--- src/rtl/word_byte_writer.sv ---
// word_byte_writer: splits a captured 16-bit word into two byte writes
// (or one, in single mode) on a byte-wide memory port with a ready handshake.
//
// state   | meaning
// --------+-------------------------------------------------------------
// S_IDLE  | waiting for start; outputs hold the last driven address/data
// S_BYTE0 | first byte of the selected order presented at base address
// S_BYTE1 | second byte presented at base+1 (modulo 2^ADDR_W)
// S_DONE  | one-cycle completion pulse, then back to idle
module word_byte_writer #(
  parameter int ADDR_W   = 8,
  parameter bit HI_FIRST = 1'b0
) (
  input  logic              clk,
  input  logic              rst_n,
  input  logic              start,
  input  logic              single,
  input  logic [15:0]       word_in,
  input  logic [ADDR_W-1:0] addr_in,
  input  logic              mem_ready,
  output logic              mem_wr,
  output logic [ADDR_W-1:0] mem_addr,
  output logic [7:0]        mem_data,
  output logic              busy,
  output logic              done
);

  localparam logic [1:0] S_IDLE  = 2'd0;
  localparam logic [1:0] S_BYTE0 = 2'd1;
  localparam logic [1:0] S_BYTE1 = 2'd2;
  localparam logic [1:0] S_DONE  = 2'd3;

  logic [1:0]        state;
  logic [1:0]        state_nxt;
  logic [15:0]       word_q;
  logic [ADDR_W-1:0] addr_q;
  logic              single_q;
  // Which half of word_q and which address offset are on the port; held
  // outside the write states so address/data keep their last driven values.
  logic              hi_sel_q;
  logic              off_q;
  logic              accept;
  logic              adv_byte1;

  assign accept    = (state == S_IDLE) && start;
  assign adv_byte1 = (state == S_BYTE0) && mem_ready && !single_q;

  // Next-state selection; mem_ready only matters while a write is presented.
  always_comb begin
    state_nxt = state;
    case (state)
      S_IDLE:  if (start) state_nxt = S_BYTE0;
      S_BYTE0: if (mem_ready) state_nxt = single_q ? S_DONE : S_BYTE1;
      S_BYTE1: if (mem_ready) state_nxt = S_DONE;
      S_DONE:  state_nxt = S_IDLE;
      default: state_nxt = S_IDLE;
    endcase
  end

  // State register; reset aborts any transfer in progress.
  always_ff @(posedge clk or negedge rst_n) begin
    if (!rst_n) state <= S_IDLE;
    else        state <= state_nxt;
  end

  // Capture the request once; later input changes cannot disturb the transfer.
  always_ff @(posedge clk or negedge rst_n) begin
    if (!rst_n) begin
      word_q   <= 16'h0000;
      addr_q   <= '0;
      single_q <= 1'b0;
    end else if (accept) begin
      word_q   <= word_in;
      addr_q   <= addr_in;
      single_q <= single;
    end
  end

  // Byte/offset selectors switch only on accept and on the BYTE0->BYTE1 step.
  always_ff @(posedge clk or negedge rst_n) begin
    if (!rst_n) begin
      hi_sel_q <= 1'b0;
      off_q    <= 1'b0;
    end else if (accept) begin
      hi_sel_q <= HI_FIRST;
      off_q    <= 1'b0;
    end else if (adv_byte1) begin
      hi_sel_q <= !HI_FIRST;
      off_q    <= 1'b1;
    end
  end

  // Port outputs are decoded purely from registers, so reset clears them at once.
  always_comb begin
    mem_wr   = (state == S_BYTE0) || (state == S_BYTE1);
    busy     = (state != S_IDLE);
    done     = (state == S_DONE);
    mem_data = hi_sel_q ? word_q[15:8] : word_q[7:0];
    mem_addr = off_q ? (addr_q + ADDR_W'(1)) : addr_q;
  end

endmodule

--- config.mk ---
export PLATFORM = sky130hd
export DESIGN_NAME = word_byte_writer
export DESIGN_NICKNAME = d
export VERILOG_FILES = /design/src/rtl/word_byte_writer.sv
export SDC_FILE = /design/constraint.sdc
export NUM_CORES = 1
export LEC_CHECK = 0
export ABC_AREA = 1
export BUFFER_PORTS_ARGS = -buffer_cell sky130_fd_sc_hd__buf_4
export CORE_MARGIN = 8
export CORE_UTILIZATION = 45
export DETAILED_ROUTE_END_ITERATION = 10
export PLACE_DENSITY = 0.78
export SETUP_SLACK_MARGIN = 0.05
export SLEW_MARGIN = 30
export SYNTH_ARGS = -nofsm -noshare
export SYNTH_HDL_FRONTEND = slang
export SYNTH_SLANG_ARGS = --single-unit
--- constraint.sdc ---
create_clock -name clk -period 1.2 [get_ports clk]
set_input_delay 0.12 -clock clk [delete_from_list [all_inputs] [get_ports clk]]
set_output_delay 0.12 -clock clk [all_outputs]
set_load 0.02 [all_outputs]
# Word level (Yosys, flattened, before mapping)
# Index checks and enable logic that the tools add are counted.
word_totals:
  latchBits: 0
  ramBits: 0
  mem_count: 0
  elab_cells: 30
  out_inout_bits: 19
  rom_bits: 0
  regBits: 28
  inputBits: 29
classes:
  n_eq_ne: 6
  shifts: 0
  n_reduce_logical: 9
  order_cmp: 0
  bitwise_logic: 0
  n_addsub: 1
  muxes: 9
  multipliers: 0
  n_div: 0
ops:
  columns: ["operator", "n"]
  rows:
  - ["2-to-1 mux 8 bit", 2]
  - ["adder 8 x 1 -> 8 bit, second input constant", 1]
  - ["one-hot mux 2 bit (4 select lines)", 1]
  - ["2-to-1 mux 2 bit", 3]
  - ["inequality test 2 bit, second input constant", 3]
  - ["== test 2 bit, second input constant", 2]
  - ["nonzero test 2 bit", 2]
  - ["logical AND 1 bit", 3]
  - ["2-to-1 mux 1 bit", 3]
  - ["AND reduction 3 bit", 1]
  - ["== test 2 x 1 -> 1 bit, second input constant", 1]
  - ["zero test 2 bit", 1]
  - ["zero test 1 bit", 1]
  - ["logical OR 1 bit", 1]

# Longest topological paths before layout
# Gate-level depths: netlist (run 1).
depth:
  word_depth: 5
  mapped_depth: 8
  mapped_depth_nobuf: 8

# Least setup slack after synthesis (run 1)
# Ideal clock, no wire load.
synth_timing:
  path_kind: "reg2reg"
  start: "register state[0]"
  end: "register state[1]"
  path_stages_with_launch: 8
  path_buffers: 0
  t_arrival_ns: 1.161
  setup_ns: 0.065
  path_slack_ns: -0.025
  t_required_ns: 1.135
  synth_period_minus_slack_ns: 1.225
  cell_sequence: "dfrtp_1 > inv_1 > ha_1 > inv_1 > nor2_1 > a21oi_1 > nand2_1 > nand2_1"
synth_between:
  elab_chain_cells: 3
  word_cells_on_any_way: 9
  cone_classes: "6 x eq/ne; 1 x mux; 2 x reduce/logical"
synth_lines:
  columns: ["item", "line", "source"]
  rows:
  - ["start: declaration", "33", "logic [1:0] state;"]
  - ["start signal: assignment", "63", "else state <= state_nxt;"]
  - ["== test 2 bit, or another cell as far along", "51", "case (state)"]
  - ["inequality test 2 bit (no source line)", null, null]
  - ["AND reduction 3 bit (no source line)", null, null]
# Parallel ways exist; a longest one is shown, timed or not.
# A chain may end at the register's enable or synchronous reset.

# Final worst setup path (run 1)
layout_timing:
  start: "register addr_q[0]"
  end: "output mem_addr[7]"
layout_between:
  elab_chain_cells: 2
layout_lines:
  columns: ["item", "line", "source"]
  rows:
  - ["start: declaration", "36", "logic [ADDR_W-1:0] addr_q;"]
  - ["start signal: assignment", "74", "addr_q <= addr_in;"]
  - ["adder 8 x 1 -> 8 bit", "99", "mem_addr = off_q ? (addr_q + ADDR_W'(1)) : addr_q;"]
  - ["2-to-1 mux 8 bit", "99", null]
  - ["end: declaration", "22", "output logic [ADDR_W-1:0] mem_addr,"]
# Every way passes these cells.

==> run summary, run 1 <==
status: complete, but fails checks
violated checks: setup timing
Power Dens Cells: 2610 mW/mm^2
post-synthesis sequential area ratio: 48.2%
Ant. Diodes: 0
first-pass GRT wire length: 7660 um
Sw Ratio: 44.4%
io pins: 48
maximum fanout along the worst path: 5
Worst Skew: 13.3 ps
sequential share of power: 25.8%
drc violations: 0
later-pin clock latency in the skew report: 330 ps
most frequent cell after synthesis: nand2_1
synthesized netlist cell count: 198
Final period util: 130%
setup TNS: -8100 ps
launch point of the worst reg-to-reg path: state[0]
Num CTS Buffers: 3
Reg2Reg Capture Point: addr_q[6]
Iter 0 DRT Violations: 83
EDFF count, synth: 0
final setup vio count: 47
# fillers: 140
Synth area leaders: dfrtp_1 48%, nand2_1 31%, ha_1 5.2%, inv_1 3.6%, buf_2 2.1%
area post-placement: 0.00193 sq mm
mapped cell area: 0.00146 sq mm
hold path startpoint: mem_ready
deepest clock path buffer count: 2
FP Rows: 20
relative slew slack: 75.9%
Die Ht: 72.9 um
Static Leakage: 1.45 nW
Synthesis Warnings: 0
Port Buffers: 47
IR drop worst, VDD: 1730 uV
Netlist cell types: 17
Worst setup SP type: flip-flop
Post-synth top cells: 120 x nand2_1, 28 x dfrtp_1, 14 x inv_1, 6 x buf_2, 6 x ha_1
Starting Density: 47.3%
Routed Antenna Nets: 0
Worst Setup SP: addr_q[0]
combinational share of power: 65.4%
Worst Setup Slack, final: -365 ps
Clock power frac: 8.8%
antenna violations before repair: 0
CP arrival: 1450 ps
Synth top area share: 48.2%
maxcap violations: 0
H-tree depth: 1
setup slack, reg-to-reg: -140 ps
layout cell share with drive strength beyond 1: 46.7%
vias in the first global route: 1661
clk sinks: 28
Nets: 325
RSZ-0062 raised after global routing: true
DP HPWL: 2570 um
Core Area: 0.00308 sq mm
Syn Area/Cell: 7.35 sq um
Die W: 72.9 um
Routed WL: 5230 um
P_int: 0.00400 W
Root Buffer: clkbuf_4
vias: 1616
global route total overflow: 0
Final Instance Area: 0.00276 sq mm
Initial DRT Pass Iterations: 4
Tot GR Track Use: 18.0%
CTS tree: built
area grow syn2layout: 89.3%
Setup CP Type: flip-flop to output port
Slew Limit Fails: 0
Routed WL per cell: 15.7 um
CP required: 1080 ps
final hold vios: 0
Hold Path Class: primary input to flip-flop
Min Hold Slack: 80.8 ps
clock slew at reported path FFs: 170 ps
Async S/R FF share, synth: 100%
highest clock rate: 639 MHz
post-synth top area cell: dfrtp_1
Die Footprint: 0.00531 sq mm
syn nets: 233
CP Capture Point: mem_addr[7]
Yosys reg bits: 28
GPL Wtd Cong: 0.878
R2R depth: 8
P_sw: 0.00319 W
minimum clock period after layout: 1570 ps
Synth Flop Type: dfrtp_1
CP Capture Type: output port
Worst Tran Pin Value: 361 ps
largest net degree at the start of global routing: 29
routed vias/inst: 4.85
[repair_timing]
| action | 4_1_cts | 5_1_grt |
|---|---|---|
| setup buffers | 5 | 2 |
| resized for setup | 67 | 46 |
| gates cloned | 1 | 2 |
| pin swaps | 17 | 7 |
| setup endpoints to repair | 47 | 47 |
| hold buffers | 26 | 0 |
| hold endpoints to repair | 53 | 0 |
[flip-flops by register name, indices dropped and copies added (netlist names)]
| name | flops |
|---|---|
| single_q | 1 |
| off_q | 1 |
| word_q | 16 |
| state | 2 |
| addr_q | 8 |
[cells by family after synthesis]
group / share of synthesized area, %
buffers and inverters: 6.19
AO/OA/AOI/OAI: 2.06
XOR/XNOR: 1.81
AND/OR/NAND/NOR: 36.6
adder cells (fa/ha/maj): 5.16
flip-flops: 48.2
[worst min-delay path by stage]
stage,cells past startpoint,to,slack [ps]
global route,3,off_q,70
finish,3,off_q,80
CTS,3,off_q,40
global placement,1,addr_q[7],60
detailed placement,1,addr_q[7],60
floorplan,0,addr_q[0],-180
[stage by stage]
stage | setup WS, ps | utilization [%] | power (W) | cells
6_report | -365 | 89.5 | 0.00719 | 333
5_1_grt | -447 | 89.5 | 0.00765 | 333
4_1_cts | -351 | 82.2 | 0.00642 | 329
3_5_place_dp | -23.5 | 62.6 | 0.00474 | 293
3_3_place_gp | 40.2 | 62.6 | 0.00467 | 293
2_1_floorplan | 62.9 | - | 0.00350 | 198
[power by group through the flow]
stage                     registers (W)  clock network, W  logic (W)
after global placement          0.00169                 0    0.00298
final                           0.00186          0.000631    0.00470
after floorplan                 0.00167                 0    0.00183
after CTS                       0.00174          0.000636    0.00405
after global routing            0.00190          0.000668    0.00508
after detailed placement        0.00171                 0    0.00303
[cell usage in the layout (no fill, tap or decap), types with 2 or more instances in the layout]
cell type / count
a21oi_2: 2
buf_12: 3
buf_4: 35
buf_6: 26
clkbuf_16: 2
clkbuf_4: 3
dfrtp_1: 27
dlygate4sd3_1: 26
ha_4: 4
inv_1: 10
inv_2: 4
nand2_1: 77
nand2_2: 32
nand2_4: 11
nand3_1: 4
nand3b_1: 3
nor2_2: 2
nor2_4: 2
o21ai_1: 2
xor2_1: 2
[final cells by class]
class / instances / area [sq um] / area share (%)
multi-input cells: 148 / 920 / 33.4
well taps: 44 / 55.1 / 2.00
clock inverters: 1 / 30.0 / 1.09
clock buffers: 3 / 22.5 / 0.817
inverters: 16 / 72.6 / 2.63
flip-flops and latches: 28 / 702 / 25.5
repair buffers: 93 / 953 / 34.6
[critical path: stages (launching register included)]
cell and delay [ps]:
dfrtp_1 400, buf_4 140, nand2_2 70, nor2_4 180
nand2_1 70, nand2_1 60, nand2_1 50, inv_1 60
buf_6 110
[per-layer routing]
metal  part of all wire, %  wire [um]  track usage (%)  vias to the layer above
met1                    38       1960             19.1                      773
met4                   1.6         84             3.78                        0
met5                     0          0                0                        -
li1                      -          -                -                      781
met3                   6.1        317             3.98                       13
met2                    55       2860             34.9                       49
Power figures use the tool's default switching activity.
==> inputs of run 2 (changes only) <==
--- a/config.mk
+++ b/config.mk
@@ -7,6 +7,7 @@
 export LEC_CHECK = 0
 export ABC_AREA = 1
 export BUFFER_PORTS_ARGS = -buffer_cell sky130_fd_sc_hd__buf_4
+export CORE_ASPECT_RATIO = 1.75
 export CORE_MARGIN = 8
 export CORE_UTILIZATION = 45
 export DETAILED_ROUTE_END_ITERATION = 10
==> run 2 against run 1 <==
Compared with the run above:
- the flow still finishes with violations (setup timing)
- global-route usage down 3.2 points
- register-to-register slack better by 110 ps
- fmax up 5.5%
- worst hold slack worse by 41 ps
- power down 10%
- utilization down 11 points
- non-clock buffer count down 24
- final area down 12%
- cell count down 7.5%
- clock power down 10%
- critical path type unchanged
- critical endpoint is now mem_addr[2]
- largest cell class is now multi-input gates
- highest routed layer unchanged
==> run summary, run 2 (synthesized netlist as in run 1, its figures left out) <==
H-tree depth: 1 (unchanged)
Core Area: 0.00311 sq mm (was 0.00308 sq mm)
routed vias/inst: 4.76 (was 4.85)
first-pass GRT wire length: 6490 um (was 7660 um)
launch point of the worst reg-to-reg path: state[0] (unchanged)
drc violations: 0 (unchanged)
largest net degree at the start of global routing: 29 (unchanged)
hold path startpoint: word_in[7] (was mem_ready)
deepest clock path buffer count: 2 (unchanged)
minimum clock period after layout: 1480 ps (was 1570 ps)
clock slew at reported path FFs: 90 ps (was 170 ps)
Largest register FFs: 16 (unchanged)
fin cells: 308 (was 333)
# fillers: 225 (was 140)
Register Area: 702 sq um (unchanged)
Worst Setup Slack, final: -283 ps (was -365 ps)
later-pin clock latency in the skew report: 270 ps (was 330 ps)
Routed WL per cell: 13.4 um (was 15.7 um)
Tot GR Track Use: 14.8% (was 18.0%)
IR drop worst, VDD: 1770 uV (was 1730 uV)
Power Dens Cells: 2650 mW/mm^2 (was 2610 mW/mm^2)
RSZ-0062 raised after global routing: true (unchanged)
DP HPWL: 2730 um (was 2570 um)
CP Capture Type: output port (unchanged)
GPL Wtd Cong: 0.835 (was 0.878)
area grow syn2layout: 67.4% (was 89.3%)
kind of cell adding the most delay to the critical path: flip-flops (was simple AND/OR/NAND/NOR gates)
highest clock rate: 674 MHz (was 639 MHz)
setup TNS: -3720 ps (was -8100 ps)
Min Hold Slack: 40.0 ps (was 80.8 ps)
CP arrival: 1360 ps (was 1450 ps)
final setup vio count: 31 (was 47)
Worst setup SP type: flip-flop (unchanged)
Crit path buffers/inverters: 3 (unchanged)
io pins: 48 (unchanged)
Placed Instances: 295 (was 293)
CTS tree: built (unchanged)
Initial DRT Pass Iterations: 4 (unchanged)
Setup CP Type: flip-flop to output port (unchanged)
Worst Skew: 3.37 ps (was 13.3 ps)
vias in the first global route: 1528 (was 1661)
pre-CTS WS: -19.6 ps (was -23.5 ps)
global route total overflow: 0 (unchanged)
relative slew slack: 76.1% (was 75.9%)
maxcap violations: 0 (unchanged)
cell at the slowest stage of the critical path: dfrtp_1 (unchanged)
Die W: 59.0 um (was 72.9 um)
Num CTS Buffers: 3 (unchanged)
final hold vios: 0 (unchanged)
Slew Limit Fails: 0 (unchanged)
Nets: 301 (was 325)
Routed WL: 4120 um (was 5230 um)
area of the multi-input gates: 897 sq um (was 920 sq um)
Power Total: 0.00647 W (was 0.00719 W)
maximum fanout along the worst path: 2 (was 5)
Routed Antenna Nets: 0 (unchanged)
status: complete, but fails checks (unchanged)
clk sinks: 28 (unchanged)
crit path cell chain: ha_2, nand2_4, buf_6, xor2_2, inv_1, buf_6 (was buf_4, nand2_2, nor2_4, nand2_1, nand2_1, nand2_1, inv_1, buf_6)
layout cell share with drive strength beyond 1: 49.4% (was 46.7%)
Hold Path Class: primary input to flip-flop (unchanged)
Static Leakage: 1.32 nW (was 1.45 nW)
vias: 1465 (was 1616)
Iter 0 DRT Violations: 21 (was 83)
antenna violations before repair: 0 (unchanged)
Starting Density: 46.8% (was 47.3%)
FP Rows: 27 (was 20)
Most flops, register: word_q (unchanged)
Worst Tran Pin Value: 358 ps (was 361 ps)
most frequent cells in the layout: 86 x nand2_1, 50 x buf_4, 27 x nand2_2, 27 x dfrtp_1, 12 x buf_6 (was 77 x nand2_1, 35 x buf_4, 32 x nand2_2)
Die Ht: 91.2 um (was 72.9 um)
CP required: 1080 ps (about the same)
Final period util: 124% (was 130%)
Ant. Diodes: 0 (unchanged)
Worst Setup SP: addr_q[0] (unchanged)
Crit path top cell by count: buf_6 (was nand2_1)
most common cell after layout, fill and taps aside: nand2_1 (unchanged)
Die Footprint: 0.00538 sq mm (was 0.00531 sq mm)
Port Buffers: 47 (unchanged)
Largest regs: word_q x16, addr_q x8, state x2 (unchanged)
Root Buffer: clkbuf_8 (was clkbuf_4)
crit-path max cell delay: 390 ps (was 400 ps)
violated checks: setup timing (unchanged)
[run 2: cell types whose count changed in the layout (fill, tap and decap cells not counted), sizes merged]
cell         delta
inv             -1
clkbuf          +1
buf             +1
dlygate4sd3    -25
bufinv          -1
clkinv          +1
[run 2: worst paths after layout]
kind	to	slack (ps)	depth (start not counted)
setup / recovery	mem_addr[2]	-280	6
hold / removal	word_q[7]	40	3
setup reg to reg	addr_q[5]	-30	7
hold reg to reg	word_q[6]	480	2
max in group asynchronous	off_q	610	2
min in group asynchronous	addr_q[4]	300	2
[run 2: final cells by class]
type / count / area share (%)
flip-flops and latches: 28 / 28.8
multi-input cells: 148 / 36.8
inverters: 16 / 3.08
clock buffers: 4 / 2.26
repair buffers: 69 / 26.8
well taps: 43 / 2.21
[run 2: repair_timing]
action / CTS / global route
endpoints found under the hold margin: 28 / 0
setup buffers: 4 / 2
pin swaps: 11 / 12
gates cloned: 1 / 2
resized for setup: 41 / 51
setup endpoints to repair: 47 / 47
hold buffers: 1 / 0
[run 2: through the flow]
step / cell area [sq um] / util (%)
floorplan: 1460 / -
global placement: 1960 / 63.0
detailed placement: 1960 / 63.0
CTS: 2200 / 70.8
global route: 2440 / 78.4
finish: 2440 / 78.4
[run 2: layer usage]
| layer | GRT usage, % | share of wire [%] | up-vias |
|---|---|---|---|
| met3 | 1.13 | 2.3 | 7 |
| met4 | 5.42 | 2.0 | 0 |
| met1 | 15.7 | 38 | 699 |
| met5 | 0 | 0 | - |
| li1 | - | - | 727 |
| met2 | 28.4 | 58 | 32 |
[run 2: tightest hold or removal path, cell delays in order]
cell and delay [ps]:
buf_4 70, nand2_1 40, nand2_1 50
[run 2: where the power goes]
| group | switching [W] | internal [W] |
|---|---|---|
| clock network | 0.000275 | 0.000293 |
| registers | 0.000328 | 0.00140 |
| logic | 0.00221 | 0.00196 |
| total | 0.00282 | 0.00365 |
==> inputs of run 3 (changes only) <==
--- a/config.mk
+++ b/config.mk
@@ -9,9 +9,9 @@
 export BUFFER_PORTS_ARGS = -buffer_cell sky130_fd_sc_hd__buf_4
 export CORE_ASPECT_RATIO = 1.75
 export CORE_MARGIN = 8
-export CORE_UTILIZATION = 45
+export CORE_UTILIZATION = 50
 export DETAILED_ROUTE_END_ITERATION = 10
-export PLACE_DENSITY = 0.78
+export PLACE_DENSITY = 0.82
 export SETUP_SLACK_MARGIN = 0.05
 export SLEW_MARGIN = 30
 export SYNTH_ARGS = -nofsm -noshare
==> constraint.sdc (replaced) <==
create_clock -name clk -period 1.5 [get_ports clk]
set_input_delay 0.15 -clock clk [delete_from_list [all_inputs] [get_ports clk]]
set_output_delay 0.15 -clock clk [all_outputs]
set_load 0.02 [all_outputs]
==> run 3 against run 2 <==
Compared with the run above:
- the run still ends with setup timing left
- register-to-register slack gained 230 ps
- sequential power shrank 19%
- routed wire length down 8.7%
- worst setup slack improved by 260 ps
- worst hold slack improved by 22 ps
- largest cell class is now sequential cells
- die area shrank 7.8%
- via count down 4.8%
- final area decreased by 15%
==> run summary, run 3 (synthesized netlist as in run 1, its figures left out) <==
Placed Instances: 271 (was 295)
IR drop worst, VDD: 1240 uV (was 1770 uV)
RSZ-0062 raised after global routing: true (unchanged)
first-pass GRT wire length: 5990 um (was 6490 um)
Worst setup SP type: flip-flop (unchanged)
deepest clock path buffer count: 2 (unchanged)
Die Footprint: 0.00496 sq mm (was 0.00538 sq mm)
minimum clock period after layout: 1530 ps
Most flops, register: word_q (unchanged)
later-pin clock latency in the skew report: 270 ps (about the same)
layout cell share with drive strength beyond 1: 30.4% (was 49.4%)
maximum fanout along the worst path: 4 (was 2)
status: complete, but fails checks (unchanged)
largest net degree at the start of global routing: 29 (unchanged)
Routed Antenna Nets: 0 (unchanged)
violated checks: setup timing (unchanged)
Port Buffers: 47 (unchanged)
relative slew slack: 76.1% (about the same)
Setup CP Type: flip-flop to output port (unchanged)
io pins: 48 (unchanged)
Power Dens Cells: 2220 mW/mm^2 (was 2650 mW/mm^2)
Ant. Diodes: 0 (unchanged)
Die Ht: 87.4 um (was 91.2 um)
CP required: 1350 ps (was 1080 ps)
GPL Wtd Cong: 0.855 (was 0.835)
Core Area: 0.00286 sq mm (was 0.00311 sq mm)
Worst Skew: 3.22 ps (was 3.37 ps)
FP Rows: 26 (was 27)
Worst Setup Slack, final: -28.3 ps (was -283 ps)
Iter 0 DRT Violations: 36 (was 21)
routed vias/inst: 4.89 (was 4.76)
Slew Limit Fails: 0 (unchanged)
antenna violations before repair: 0 (unchanged)
Initial DRT Pass Iterations: 5 (was 4)
fin cells: 285 (was 308)
clock slew at reported path FFs: 90 ps (about the same)
area post-placement: 0.00184 sq mm (was 0.00196 sq mm)
Nets: 293 (was 301)
final setup vio count: 2 (was 31)
Power Total: 0.00458 W (was 0.00647 W)
# fillers: 250 (was 225)
Routed WL per cell: 13.2 um (was 13.4 um)
CP arrival: 1380 ps (was 1360 ps)
Largest register FFs: 16 (unchanged)
highest clock rate: 654 MHz
crit-path max cell delay: 370 ps (was 390 ps)
Final period util: 102%
vias in the first global route: 1423 (was 1528)
most frequent cells in the layout: 115 x nand2_1, 50 x buf_4, 27 x dfrtp_1 (was 86 x nand2_1, 50 x buf_4, 27 x nand2_2, 27 x dfrtp_1, 12 x buf_6)
maxcap violations: 0 (unchanged)
H-tree depth: 1 (unchanged)
clk sinks: 28 (unchanged)
Final Instance Area: 0.00206 sq mm (was 0.00244 sq mm)
vias: 1394 (was 1465)
Die W: 56.8 um (was 59.0 um)
Static Leakage: 1.18 nW (was 1.32 nW)
Tot GR Track Use: 14.8% (about the same)
Root Buffer: clkbuf_8 (unchanged)
Hold Path Class: primary input to flip-flop (unchanged)
CP Capture Type: output port (unchanged)
Largest regs: word_q x16, addr_q x8, state x2 (unchanged)
drc violations: 0 (unchanged)
Num CTS Buffers: 3 (unchanged)
area grow syn2layout: 41.6% (was 67.4%)
global route total overflow: 0 (unchanged)
DP HPWL: 2650 um (was 2730 um)
Worst Tran Pin Value: 359 ps (was 358 ps)
cell at the slowest stage of the critical path: dfrtp_1 (unchanged)
Starting Density: 50.8% (was 46.8%)
Routed WL: 3760 um (was 4120 um)
Crit path top cell by count: nand2_1 (was buf_6)
crit path cell chain: ha_2, nand2_4, nor2_4, nand2_1, nand2_1, nand2_1, buf_6 (was ha_2, nand2_4, buf_6, xor2_2, inv_1, buf_6)
Core Util, Final: 72.0% (was 78.4%)
most common cell after layout, fill and taps aside: nand2_1 (unchanged)
CTS tree: built (unchanged)
final hold vios: 0 (unchanged)
setup TNS: -44.1 ps (was -3720 ps)
[run 3: cell types whose count changed in the layout (fill, tap and decap cells not counted), moves of 3 or more]
cell,previous run,this run
buf_6,12,9
ha_1,0,5
ha_4,4,0
inv_1,9,14
inv_2,4,1
nand2_1,86,115
nand2_2,27,5
nand2_4,7,1
o21ai_0,0,4
o21ai_2,3,0
[run 3: critical path: cells and delay by family (launching register included)]
kind / cells / cell delay, ps
fa+ha+maj: 1 / 200
buf+inv: 1 / 130
flops: 1 / 370
simple gates: 5 / 400
[run 3: layout make-up]
type	count	area (sq um)	share of cell area, %
multi-input combinational	148	694	33.7
clock inverter	1	30.0	1.46
timing repair inverter	1	7.51	0.364
timing repair buffer	60	487	23.6
clock buffer	3	41.3	2.00
tap	28	35.0	1.70
inverter	16	63.8	3.10
sequential	28	702	34.1
[run 3: per-stage QoR]
step | setup slack (ps) | hold WS [ps]
after floorplan | 275 | -146
after global placement | 184 | 86.1
after detailed placement | 160 | 87.2
after CTS | -41.4 | 61.4
after global routing | -120 | 56.1
final | -28.3 | 62.1
[run 3: power breakdown]
| group | internal [W] | switching (W) |
|---|---|---|
| Clock | 0.000357 | 0.000232 |
| Sequential | 0.00112 | 0.000284 |
| Combinational | 0.00114 | 0.00145 |
| Total | 0.00261 | 0.00197 |
[run 3: routing by layer]
layer / GRT usage (%) / up-vias / part of all wire, %
met3: 3.51 / 7 / 4.1
met2: 27.3 / 29 / 58
li1: - / 709 / -
met1: 14.7 / 649 / 36
met4: 7.94 / 0 / 2.1
met5: 0 / - / 0
[run 3: repair_timing]
| item | in CTS | in global routing |
|---|---|---|
| resized for setup | 8 | 13 |
| gates cloned | 0 | 1 |
| buffers inserted | 2 | 6 |
| hold buffers | 1 | 0 |
| setup endpoints to repair | 15 | 17 |
| hold endpoints to repair | 28 | 0 |
| pin swaps | 2 | 1 |
[run 3: path summary, 6_finish.rpt]
path / startpoint / to / slack (ps) / depth (start not counted)
worst max-delay path: addr_q[0] / mem_addr[4] / -30 / 7
worst min-delay path: word_in[3] / word_q[3] / 60 / 3
worst max register to register: state[1] / addr_q[2] / 200 / 6
worst min register to register: word_q[3] / word_q[3] / 490 / 2
max in group asynchronous: rst_n / off_q / 890 / 2
min in group asynchronous: rst_n / word_q[0] / 320 / 2
